### src/rtl/cpu_run_ctrl.sv
// -----------------------------------------------------------------------------
// cpu_run_ctrl
//
// Run/step/halt sequencer for the RISC-V pipeline. The pipeline runs on clk and
// advances one stage per cpu_ce pulse. There is no derived clock. The two board
// push buttons are synchronised and debounced here. Each press becomes a
// one-cycle pulse (run_p / step_p) that drives the sequencer FSM.
//
// Parameters
//   TICK_DIV      clk cycles between cpu_ce pulses while running (>= 2)
//   DEBOUNCE_CYC  cycles a synchronised button level must hold before it is
//                 accepted (>= 1)
//   CNT_W         width of ce_count
//
// Ports
//   clk        in   board clock
//   rst        in   asynchronous, active-high reset
//   btn_run    in   raw push button: start / pause / acknowledge halt
//   btn_step   in   raw push button: single step
//   halt_req   in   one-cycle stop request from the pipeline (clk domain)
//   cpu_ce     out  one-cycle pipeline clock enable
//   state_o    out  FSM state: 0 IDLE, 1 RUN, 2 STEP, 3 HALT
//   running    out  high while in RUN
//   halted     out  high while in HALT
//   led_tick   out  toggles on every cpu_ce (heartbeat LED)
//   ce_count   out  cpu_ce pulses issued since reset (wraps silently)
//
// FSM states
//   state | meaning
//   IDLE  | paused. Waits for a run or step press.
//   RUN   | free running. Issues cpu_ce every TICK_DIV cycles.
//   STEP  | issues exactly one cpu_ce, then returns to IDLE
//   HALT  | pipeline requested stop. Only a run press leaves this state.
// -----------------------------------------------------------------------------
module cpu_run_ctrl #(
    parameter int TICK_DIV     = 50_000_000,
    parameter int DEBOUNCE_CYC = 1_000_000,
    parameter int CNT_W        = 32
) (
    input  logic             clk,
    input  logic             rst,
    input  logic             btn_run,
    input  logic             btn_step,
    input  logic             halt_req,
    output logic             cpu_ce,
    output logic [1:0]       state_o,
    output logic             running,
    output logic             halted,
    output logic             led_tick,
    output logic [CNT_W-1:0] ce_count
);

    localparam int TICK_W = $clog2(TICK_DIV);
    localparam int DB_W   = $clog2(DEBOUNCE_CYC + 1);

    localparam logic [TICK_W-1:0] TICK_LAST = TICK_W'(TICK_DIV - 1);
    localparam logic [DB_W-1:0]   DB_LAST   = DB_W'(DEBOUNCE_CYC - 1);

    typedef enum logic [1:0] {
        IDLE = 2'd0,
        RUN  = 2'd1,
        STEP = 2'd2,
        HALT = 2'd3
    } state_t;

    state_t state;
    state_t state_next;

    // ------------------------------------------------------------------
    // Button conditioning. Index 0 is the run button, index 1 is step.
    // ------------------------------------------------------------------
    logic [1:0]      btn_raw;
    logic [1:0]      sync1;
    logic [1:0]      sync2;
    logic [1:0]      db_level;
    logic [1:0]      db_prev;
    logic [1:0]      btn_pulse;
    logic [DB_W-1:0] db_cnt [2];

    logic run_p;
    logic step_p;

    assign btn_raw = {btn_step, btn_run};
    assign run_p   = btn_pulse[0];
    assign step_p  = btn_pulse[1];

    always_ff @(posedge clk or posedge rst) begin
        if (rst) begin
            sync1     <= '0;
            sync2     <= '0;
            db_level  <= '0;
            db_prev   <= '0;
            btn_pulse <= '0;
            for (int i = 0; i < 2; i++) begin
                db_cnt[i] <= '0;
            end
        end else begin
            sync1     <= btn_raw;
            sync2     <= sync1;
            db_prev   <= db_level;
            // Only a rising debounced level makes a pulse. A release does not.
            btn_pulse <= db_level & ~db_prev;
            for (int i = 0; i < 2; i++) begin
                // Any cycle where the synced level agrees with the accepted
                // level restarts the count. A bounce therefore costs the
                // full DEBOUNCE_CYC again.
                if (sync2[i] == db_level[i]) begin
                    db_cnt[i] <= '0;
                end else if (db_cnt[i] == DB_LAST) begin
                    db_level[i] <= sync2[i];
                    db_cnt[i]   <= '0;
                end else begin
                    db_cnt[i] <= db_cnt[i] + 1'b1;
                end
            end
        end
    end

    // ------------------------------------------------------------------
    // RUN tick divider. It only advances while staying in RUN and is held at
    // zero everywhere else. After entry to RUN, the first cpu_ce therefore
    // comes exactly TICK_DIV cycles later.
    // ------------------------------------------------------------------
    logic [TICK_W-1:0] tick_cnt;
    logic              tick;

    always_comb begin
        tick = (tick_cnt == TICK_LAST);
    end

    always_ff @(posedge clk or posedge rst) begin
        if (rst) begin
            tick_cnt <= '0;
        end else if (state == RUN && state_next == RUN) begin
            tick_cnt <= tick ? '0 : tick_cnt + 1'b1;
        end else begin
            tick_cnt <= '0;
        end
    end

    // ------------------------------------------------------------------
    // FSM: state register
    // ------------------------------------------------------------------
    always_ff @(posedge clk or posedge rst) begin
        if (rst) begin
            state <= IDLE;
        end else begin
            state <= state_next;
        end
    end

    // ------------------------------------------------------------------
    // FSM: next-state logic. Within each state, earlier branches win.
    // ------------------------------------------------------------------
    always_comb begin
        state_next = state;
        case (state)
            IDLE: begin
                if (run_p) begin
                    state_next = RUN;
                end else if (step_p) begin
                    state_next = STEP;
                end
            end
            RUN: begin
                if (halt_req) begin
                    state_next = HALT;
                end else if (run_p) begin
                    state_next = IDLE;
                end
            end
            STEP: begin
                if (halt_req) begin
                    state_next = HALT;
                end else begin
                    state_next = IDLE;
                end
            end
            HALT: begin
                if (run_p) begin
                    state_next = IDLE;
                end
            end
            default: state_next = IDLE;
        endcase
    end

    // ------------------------------------------------------------------
    // FSM: output decode. This computes what cpu_ce will be next cycle.
    // A halt request always suppresses the enable. A pause press in RUN
    // also suppresses it, even when the press lands on a tick.
    // ------------------------------------------------------------------
    logic ce_next;

    always_comb begin
        ce_next = 1'b0;
        case (state)
            RUN:     ce_next = tick && !halt_req && !run_p;
            STEP:    ce_next = !halt_req;
            default: ce_next = 1'b0;
        endcase
    end

    // ------------------------------------------------------------------
    // Output registers
    // ------------------------------------------------------------------
    always_ff @(posedge clk or posedge rst) begin
        if (rst) begin
            cpu_ce   <= 1'b0;
            running  <= 1'b0;
            halted   <= 1'b0;
            led_tick <= 1'b0;
            ce_count <= '0;
        end else begin
            cpu_ce  <= ce_next;
            running <= (state_next == RUN);
            halted  <= (state_next == HALT);
            if (ce_next) begin
                led_tick <= ~led_tick;
                ce_count <= ce_count + 1'b1;
            end
        end
    end

    assign state_o = state;

endmodule

### config.mk
export PLATFORM = sky130hd
export DESIGN_NAME = cpu_run_ctrl
export DESIGN_NICKNAME = d
export VERILOG_FILES = /design/src/rtl/cpu_run_ctrl.sv
export SDC_FILE = /design/constraint.sdc
export NUM_CORES = 1
export LEC_CHECK = 0
export ABC_AREA = 1
export BUFFER_PORTS_ARGS = -buffer_cell sky130_fd_sc_hd__buf_4
export CORE_MARGIN = 2
export CORE_UTILIZATION = 40
export CTS_BUF_LIST = sky130_fd_sc_hd__clkbuf_8
export CTS_CLUSTER_SIZE = 28
export DETAILED_ROUTE_END_ITERATION = 8
export GPL_TIMING_DRIVEN = 0
export PLACE_DENSITY = 0.58
export SLEW_MARGIN = 20
export SYNTH_ARGS = -nofsm -noshare
export SYNTH_HDL_FRONTEND = slang
export SYNTH_SLANG_ARGS = --single-unit
### constraint.sdc
create_clock -name clk -period 3.1 [get_ports clk]
set_input_delay 0.155 -clock clk [delete_from_list [all_inputs] [get_ports clk]]
set_output_delay 0.155 -clock clk [all_outputs]
set_load 0.1 [all_outputs]
==> run metrics <==
vias in the first global route 5692; total number of vias 6021; initial antenna violation count 0; first-pass GRT wire length 27.97 mm; area grow syn2layout 17.00%; Top Metal Used met4; TritonCTS clock tree done; warnings from Yosys 0; Worst Path Max Fanout 10; final wirelength 16.51 mm; gpl congestion 0.9469; Ant. Diodes 0; worst skew pair latency 460 ps; Final Instance Area 7732 um2; most common cell after layout, fill and taps aside nand2_1; maximum VDD drop 0.5205 mV; DR WL met3 715 um; vias per inst 4.927; core area 16000 um2; Pleak 3.527 nW; number of distinct library cells after synthesis 31; sequential share of power 0.370; met2 wire len 7.495 mm; Iter 0 DRT Violations 507; initial core utilization 0.4130; GRT Util Overall 0.1974; final worst path period share 0.6977; nets 1006; Slew Viols, Final 0; Max Cap Violations 0; Die Y 132.5 um; fraction of layout cells with a size suffix above 1 0.1004; Crit. Startpoint state_o[0]$_DFF_PP0_; end of the worst register-to-register path ce_count[3]$_DFFE_PP0P_; Post-CTS Setup Inserts 0; Place WS 956.7 ps; CTS Sinks 114; Hold Crit Class input port to flip-flop; commonest cells after routing, fill and taps aside nand2_1, nor2_1, dfrtp_1; R2R cell count 6; Synth Instances 926; critical path arrival 2550 ps; mapped cell area 6609 um2; M1 WL 8.090 mm; WS Path Type flip-flop to flip-flop; clock share of power 0.354; P_sw 1.683 mW; Placement Cell Area 7258 um2; Root Driver clkbuf_8; Remaining DRCs 0; H-tree depth 4; grt ovf 0; die area 17570 um2; #FFs+latches synth 114; DPL Wire Length 12.22 mm; combinational fraction of design power 0.276; Worst Skew 12.10 ps; total CTS buffers 17; synthesized area per cell 7.137 um2; FILL cells 1658; Crit path required time 3490 ps; TritonRoute pass-1 iters 4; die extent in x 132.5 um; I/O Buffers 42; Worst-Margin Slew 572.7 ps; final setup fails 0; Critical R2R Launch state_o[0]$_DFF_PP0_; Core Rows 46; CP Launch Type flip-flop; largest net degree at the start of global routing 33; sequential-to-total area share from yosys stat 0.4317; final setup margin 937.1 ps; clock buffer depth 2; design internal power 2.748 mW; Worst Setup End Kind flip-flop; fmax 0.4624 GHz; R2R setup slack 940 ps; status completed; CP endpoint ce_count[3]$_DFFE_PP0P_; PD cells 573.1 nW/um2; clk slew on worst S/H paths 70 ps; Tmin final 2163 ps; setup TNS 0 ps; unrepaired setup endpoints after global routing false; worst hold slack 146.1 ps; relative slew slack 0.6174; Top Ports 43; routed len/inst 13.51 um; antenna-violating nets left 0; sw frac 0.3798; final hold violation count 0; Mapped Nets 939
==> timing repair <==
item	CTS	global route
setup endpoints to repair	0	0
gates resized for setup	0	0
endpoints found under the hold margin	26	0
hold buffers	3	0
==> registers in the layout, summed over array words and instances (netlist names), 2 cells and up <==
register and cells:
tick_cnt 26, db_cnt 40, db_level 2, sync1 2, state_o 2, ce_count 32
db_prev 2, sync2 2, btn_pulse 2
==> area by class of cell <==
type | instances | area, um2 | share of cell area
Inverter | 104 | 394.1 | 0.05097
Clock buffer | 19 | 261.5 | 0.03382
Sequential cell | 114 | 2853 | 0.3689
Clock inverter | 13 | 182.7 | 0.02362
Timing Repair Buffer | 48 | 405.4 | 0.05243
Multi-Input combinational cell | 692 | 3257 | 0.4212
Buffer | 16 | 108.9 | 0.01408
Tap cell | 216 | 270.3 | 0.03495
==> synthesized netlist by cell type <==
cell type,n,share of area
dfrtp_1,114,0.43
nand3_2,2,0.0030
nor3_1,30,0.023
o21ai_1,3,0.0023
a211oi_1,2,0.0023
nor4_1,1,0.00095
buf_2,3,0.0023
nor2_1,176,0.10
o21ai_0,8,0.0061
nor3_2,1,0.0015
o211ai_1,1,0.0011
nor2_2,2,0.0019
nand4_1,48,0.045
and2_1,1,0.00095
nor3b_1,2,0.0023
nand3_1,60,0.045
nand2_2,1,0.00095
nand2_1,276,0.16
inv_1,101,0.057
clkbuf_1,7,0.0040
a21oi_1,10,0.0076
or2_2,3,0.0028
nor2_4,1,0.0017
nand3b_1,13,0.015
ha_1,8,0.015
xor2_1,26,0.034
inv_2,3,0.0017
buf_6,6,0.010
nand2_4,1,0.0017
xnor2_1,15,0.020
a21o_1,1,0.0011
==> cells by family after synthesis <==
logic type | Yosys count | synth area share
and+or+nand+nor | 618 | 0.4029
DFF | 114 | 0.4317
adders and majority gates | 8 | 0.01515
AOI/OAI and AO/OA | 25 | 0.02045
xor gates and xnor gates | 41 | 0.05434
buffers and inverters | 120 | 0.07554
==> per-stage QoR <==
stage,util,power (mW),instances
after floorplan,-,2.550,926
after global placement,0.4499,2.878,1184
after detailed placement,0.4536,2.893,1187
after CTS,0.4833,4.483,1222
after global routing,0.4833,4.649,1222
final,0.4833,4.431,1222
==> power by group through the flow <==
stage	Combinational, mW	Sequential (mW)	Clock [mW]
after floorplan	0.549	2.00	0
after global placement	1.21	1.67	0
after detailed placement	1.22	1.67	0
after CTS	1.23	1.64	1.61
after global routing	1.32	1.65	1.67
final	1.22	1.64	1.57
==> critical path, cell delays in order, from the launching register on <==
cell and delay [ps]:
dfrtp_1 440, inv_1 100, ha_1 410, clkbuf_1 410, clkbuf_1 480, nand4_1 160, nand2_1 100
==> per-layer routing <==
layer,global-route usage,vias to the layer above
met5,0,-
met4,0.05854,0
li1,-,3080
met1,0.2718,2796
met3,0.04598,19
met2,0.3106,126
==> worst min path at each step <==
stage | start | to | depth (start not counted)
finish | halt_req | state_o[1]$_DFF_PP0_ | 3
global route | halt_req | state_o[1]$_DFF_PP0_ | 3
CTS | halt_req | state_o[1]$_DFF_PP0_ | 3
detailed placement | rst | sync1[0]$_DFF_PP0_ | 2
global placement | btn_run | sync1[0]$_DFF_PP0_ | 1
floorplan | btn_run | sync1[0]$_DFF_PP0_ | 0
No activity file was read; power rests on OpenSTA's default activity.
